===== src/rtl/fifo_wr_ctrl.sv =====
// fifo_wr_ctrl: write-side pointer and flag controller for the G16 FIFO family.
// Everything lives in the wr_clk domain; rd_ptr arrives already synchronised.
// The pointer is {wrap, idx} in binary, with idx running 0..DEPTH-1 so that
// non-power-of-two depths are supported.
// Optional feature macro: FIFO_WR_OVF_EN adds sticky overflow tracking and a
// saturating count of rejected writes. When it is undefined, o_overflow and
// ovf_count are tied to zero and no overflow state exists.
module fifo_wr_ctrl #(
    parameter int AW           = 8,
    parameter int DEPTH        = 150,
    parameter int AFULL_THRESH = DEPTH - 4,
    parameter int OVF_CNT_W    = 8
) (
    input  logic                 wr_clk,
    input  logic                 wr_rst,
    input  logic                 wr_en,
    input  logic [AW:0]          rd_ptr,
    output logic [AW:0]          wr_ptr,
    output logic [AW-1:0]        wr_addr,
    output logic                 wr_mem_en,
    output logic                 wr_ack,
    output logic                 o_fifo_full,
    output logic                 o_almost_full,
    output logic [AW:0]          wr_level,
    output logic                 o_overflow,
    output logic [OVF_CNT_W-1:0] ovf_count
);

    localparam logic [AW-1:0] LAST_IDX = AW'(DEPTH - 1);
    localparam logic [AW:0]   DEPTH_L  = (AW + 1)'(DEPTH);
    localparam logic [AW:0]   AFULL_L  = (AW + 1)'(AFULL_THRESH);

    logic [AW:0] wr_ptr_q, wr_ptr_d;
    logic        wr_ack_q, wr_ack_d;
    logic        wrap_diff;
    logic        full;
    logic        accept;
    logic [AW:0] level;

    // Fill level and flags from the current write pointer and synchronised read pointer.
    // The subtraction wraps modulo 2**(AW+1), which gives the same low AW+1 bits
    // as computing one bit wider and truncating.
    always_comb begin
        wrap_diff = wr_ptr_q[AW] ^ rd_ptr[AW];
        level     = {1'b0, wr_ptr_q[AW-1:0]} - {1'b0, rd_ptr[AW-1:0]};
        if (wrap_diff) begin
            level = level + DEPTH_L;
        end
        full   = wrap_diff && (wr_ptr_q[AW-1:0] == rd_ptr[AW-1:0]);
        accept = wr_en && !full && !wr_rst;
    end

    // Next pointer: idx counts 0..DEPTH-1, and the wrap bit toggles when idx rolls over.
    always_comb begin
        wr_ptr_d = wr_ptr_q;
        wr_ack_d = accept;
        if (accept) begin
            if (wr_ptr_q[AW-1:0] == LAST_IDX) begin
                wr_ptr_d = {~wr_ptr_q[AW], {AW{1'b0}}};
            end else begin
                wr_ptr_d = {wr_ptr_q[AW], wr_ptr_q[AW-1:0] + 1'b1};
            end
        end
    end

    // Pointer and acknowledge registers; reset discards any in-flight write.
    always_ff @(posedge wr_clk) begin
        if (wr_rst) begin
            wr_ptr_q <= '0;
            wr_ack_q <= 1'b0;
        end else begin
            wr_ptr_q <= wr_ptr_d;
            wr_ack_q <= wr_ack_d;
        end
    end

    assign wr_ptr        = wr_ptr_q;
    assign wr_addr       = wr_ptr_q[AW-1:0];
    assign wr_mem_en     = accept;
    assign wr_ack        = wr_ack_q;
    assign o_fifo_full   = full;
    assign o_almost_full = (level >= AFULL_L);
    assign wr_level      = level;

`ifdef FIFO_WR_OVF_EN
    typedef enum logic {
        OVF_IDLE = 1'b0,
        OVF_SEEN = 1'b1
    } ovf_state_e;

    ovf_state_e           ovf_state_q, ovf_state_d;
    logic [OVF_CNT_W-1:0] ovf_count_q, ovf_count_d;
    logic                 ovf_event;

    // A write attempted while full latches the sticky flag and bumps the saturating count.
    always_comb begin
        ovf_event   = wr_en && full && !wr_rst;
        ovf_state_d = ovf_state_q;
        ovf_count_d = ovf_count_q;
        if (ovf_event) begin
            ovf_state_d = OVF_SEEN;
            if (ovf_count_q != {OVF_CNT_W{1'b1}}) begin
                ovf_count_d = ovf_count_q + 1'b1;
            end
        end
    end

    // Overflow state registers; only reset clears them.
    always_ff @(posedge wr_clk) begin
        if (wr_rst) begin
            ovf_state_q <= OVF_IDLE;
            ovf_count_q <= '0;
        end else begin
            ovf_state_q <= ovf_state_d;
            ovf_count_q <= ovf_count_d;
        end
    end

    assign o_overflow = (ovf_state_q == OVF_SEEN);
    assign ovf_count  = ovf_count_q;
`else
    assign o_overflow = 1'b0;
    assign ovf_count  = '0;
`endif

endmodule


===== config.mk =====
export PLATFORM = sky130hd
export DESIGN_NAME = fifo_wr_ctrl
export DESIGN_NICKNAME = d
export VERILOG_FILES = /design/src/rtl/fifo_wr_ctrl.sv
export SDC_FILE = /design/constraint.sdc
export NUM_CORES = 1
export LEC_CHECK = 0
export ABC_AREA = 1
export BUFFER_PORTS_ARGS = -buffer_cell sky130_fd_sc_hd__buf_2
export CORE_ASPECT_RATIO = 0.5
export CORE_MARGIN = 5
export CORE_UTILIZATION = 29
export DETAILED_ROUTE_END_ITERATION = 6
export GPL_TIMING_DRIVEN = 0
export HOLD_SLACK_MARGIN = 0.08
export PLACE_DENSITY = 0.6
export SYNTH_ARGS = -nofsm -noshare
export SYNTH_HDL_FRONTEND = slang
export SYNTH_SLANG_ARGS = --single-unit
export TNS_END_PERCENT = 100

===== constraint.sdc =====
create_clock -name wr_clk -period 3 [get_ports wr_clk]
set_input_delay 0.15 -clock wr_clk [delete_from_list [all_inputs] [get_ports wr_clk]]
set_output_delay 0.15 -clock wr_clk [all_outputs]
set_load 0.01 [all_outputs]

==> flow_metrics.py <==
metrics = {
    "run": {
        "maxCapViolations": 0,
    },
    "power_and_ir_drop": {
        "vdd_drop_max_mv": 0.0991,
        "power_density_mw_per_mm2": 273,
        "leakagePower_nw": 1.11,
        "p_total_uw": 492,
    },
    "critical_path": {
        "crit_arrival_ns": 2.55,
        "worstPathRequired_ns": 2.85,
        "crit_path_end_kind": "output port",
        "path_max_fanout": 6,
        "startpoint_type": "register",
        "criticalPathCategory": "register to output port",
    },
    "routing": {
        "drt_pre_antenna_iters": 4,
        "wl_per_cell_um": 9.51,
        "vias": 1428,
        "initialDrtViolationCount": 25,
        "via_per_inst": 4.12,
        "drcViolationCount": 0,
        "routed_wl_um": 3300,
        "ant_nets": 0,
    },
    "clocking": {
        "clk_latency_ns": 0.23,
        "htreeDepth": 1,
        "cts_tree": "built",
        "path_clk_slew_ns": 0.05,
        "cts-root-buf": "clkbuf_8",
        "hold_buffers": 0,
        "ctsLongestPathBuffers": 2,
        "clock_sinks": 10,
        "numCtsBuffers": 3,
    },
    "layout": {
        "diodes": 0,
        "syn2layout_area_growth_pct": 25.6,
        "stdcell_count": 347,
        "layout-drive-gt1-share": 0.289,
        "fill_cells": 535,
        "seq_area_um2": 200,
        "multi_input_area_um2": 950,
        "fin_area_mm2": 0.00180,
        "fin_nets": 304,
    },
    "floorplan": {
        "start_util": 0.296,
        "dieArea_mm2": 0.00653,
        "core_area_mm2": 0.00484,
        "die_h_um": 59.7,
        "io_pins": 51,
        "rows": 18,
        "die_x_um": 109,
    },
    "placement": {
        "gp_congestion": 0.829,
        "port_buffers": 40,
        "dpl.hpwl_um": 2870,
        "pre_cts_ws_ns": 0.462,
        "dpl.cell_count": 344,
        "place_area_mm2": 0.00175,
    },
    "global_route": {
        "grt_max_degree": 11,
        "grt_usage": 0.110,
        "grt_overflow": 0,
        "antenna_found_initial": 0,
        "grt_pass1_wl_um": 5760,
        "grt_pass1_vias": 1377,
    },
    "yosys": {
        "synth_edf_count": 0,
        "netlist_instances": 226,
        "synthTopCellsByArea": "nand2_1 17%, dfxtp_1 14%, ha_1 10%",
        "synth.top_cell.area_share": 0.165,
        "ys.flop_type": "dfxtp_1",
        "netlist_area_mm2": 0.00143,
        "ys_seq_elements": 10,
        "synth_top_area_cell": "nand2_1",
        "seq_area_frac_synth": 0.140,
        "synth_area_per_cell_um2": 6.34,
        "ys_warn_count": 0,
        "ys_types": 33,
        "async_reset_ff_frac": 0,
    },
    "hold_path": {
        "hp-class": "input pin to register",
    },
    "timing": {
        "finalSetupViolations": 0,
        "setup_tns_ns": 0,
        "hold_viol": 0,
        "slew_viol_final": 0,
        "skew_ns": 0.00213,
        "layout_setup_ws_ns": 0.305,
        "fmax_mhz": 371,
        "rsz0062_at_grt": "no",
        "period_minus_slack_ns": 2.70,
        "finalCritPeriodShare": 0.898,
    },
    "status": {
        "status": "complete, no violations",
    },
}
-- stage by stage --
step / utilization / hold WS [ns]
after CTS: 0.370 / 0.156
after floorplan: - / 0.316
after global routing: 0.372 / 0.153
after global placement: 0.361 / 0.408
final: 0.372 / 0.161
after detailed placement: 0.361 / 0.406
-- synthesized netlist by cell type (all sizes together) (2+ instances only) --
library cell,n
nand4,6
nand3,23
nor3,2
xnor2,2
buf,19
ha,12
xor2,5
nand2,66
dfxtp,10
o21ai,4
or2,2
a21oi,8
nor2,19
inv,41
-- sequential cells by signal, summed over array words and instances, names as in the netlist --
signal / count
wr_ack: 1
wr_ptr: 9
-- cell families (layout without fill, tap and decap cells) --
kind of cell	count (synthesis)	after routing	synth area share
xor+xnor	7	7	0.0428
simple gates	120	120	0.417
other cells	1	9	0.00262
buf+inv	61	104	0.224
flops	10	10	0.140
fa+ha+maj	13	13	0.119
compound gates	14	14	0.0550
-- placed cells by master, fill, tap and decap left out, types with 2 or more instances in the layout --
cell type	netlist	routed
buf_2	0	40
nor2_4	2	2
nand4_1	5	5
nor2_1	16	16
conb_1	1	9
nand2_1	63	63
ha_1	12	12
dfxtp_1	10	10
xor2_1	5	5
nand3_1	22	22
buf_4	17	17
clkbuf_8	1	4
inv_1	39	39
nand2_4	3	3
buf_6	2	2
o21ai_1	2	2
a21oi_1	7	7
o21ai_0	2	2
-- where the power goes --
part           internal, mW  total, mW  switching, mW
sequential            0.137      0.141        0.00458
combinational        0.0874      0.213          0.126
clock                0.0876      0.137         0.0496
total                 0.312      0.492          0.180
-- worst paths after layout --
kind                               start                      to  slack (ns)  cells after the start
setup / recovery  wr_ptr[0]$_SDFFE_PP0P_           o_almost_full        0.30                     14
hold / removal                    wr_rst  wr_ptr[7]$_SDFFE_PP0P_        0.16                      2
setup reg to reg  wr_ptr[4]$_SDFFE_PP0P_  wr_ptr[4]$_SDFFE_PP0P_        1.03                     13
hold reg to reg   wr_ptr[7]$_SDFFE_PP0P_  wr_ptr[7]$_SDFFE_PP0P_        0.57                      2
-- per-layer routing --
layer | share of wire | GRT usage | wire length [um]
met4 | 0.012 | 0.0551 | 41
met1 | 0.46 | 0.130 | 1520
met3 | 0.053 | 0.0280 | 175
met2 | 0.47 | 0.190 | 1570
met5 | 0 | 0 | 0
-- final cells by class --
type	count	share of cell area
multi-input cells	163	0.528
plain buffers	20	0.0911
well taps	70	0.0487
clock buffers	3	0.0229
repair buffers	40	0.111
flip-flops and latches	10	0.111
inverters	41	0.0869
-- critical path, cell delays in order (launching register included) --
cell,delay (ns)
dfxtp_1,0.36
inv_1,0.14
ha_1,0.16
inv_1,0.05
fa_1,0.42
xnor2_2,0.22
ha_1,0.19
nor2_1,0.06
or2_2,0.30
nand3_1,0.07
nand2_1,0.05
nand3_1,0.07
nand2_1,0.05
nand2_1,0.04
buf_2,0.12
-- timing repair --
| item | 4_1_cts | 5_1_grt |
|---|---|---|
| endpoints found under the setup margin | 0 | 1 |
| buffers inserted | 0 | 0 |
| resized for setup | 0 | 1 |
Note: power is estimated with default switching activity, not from simulation.
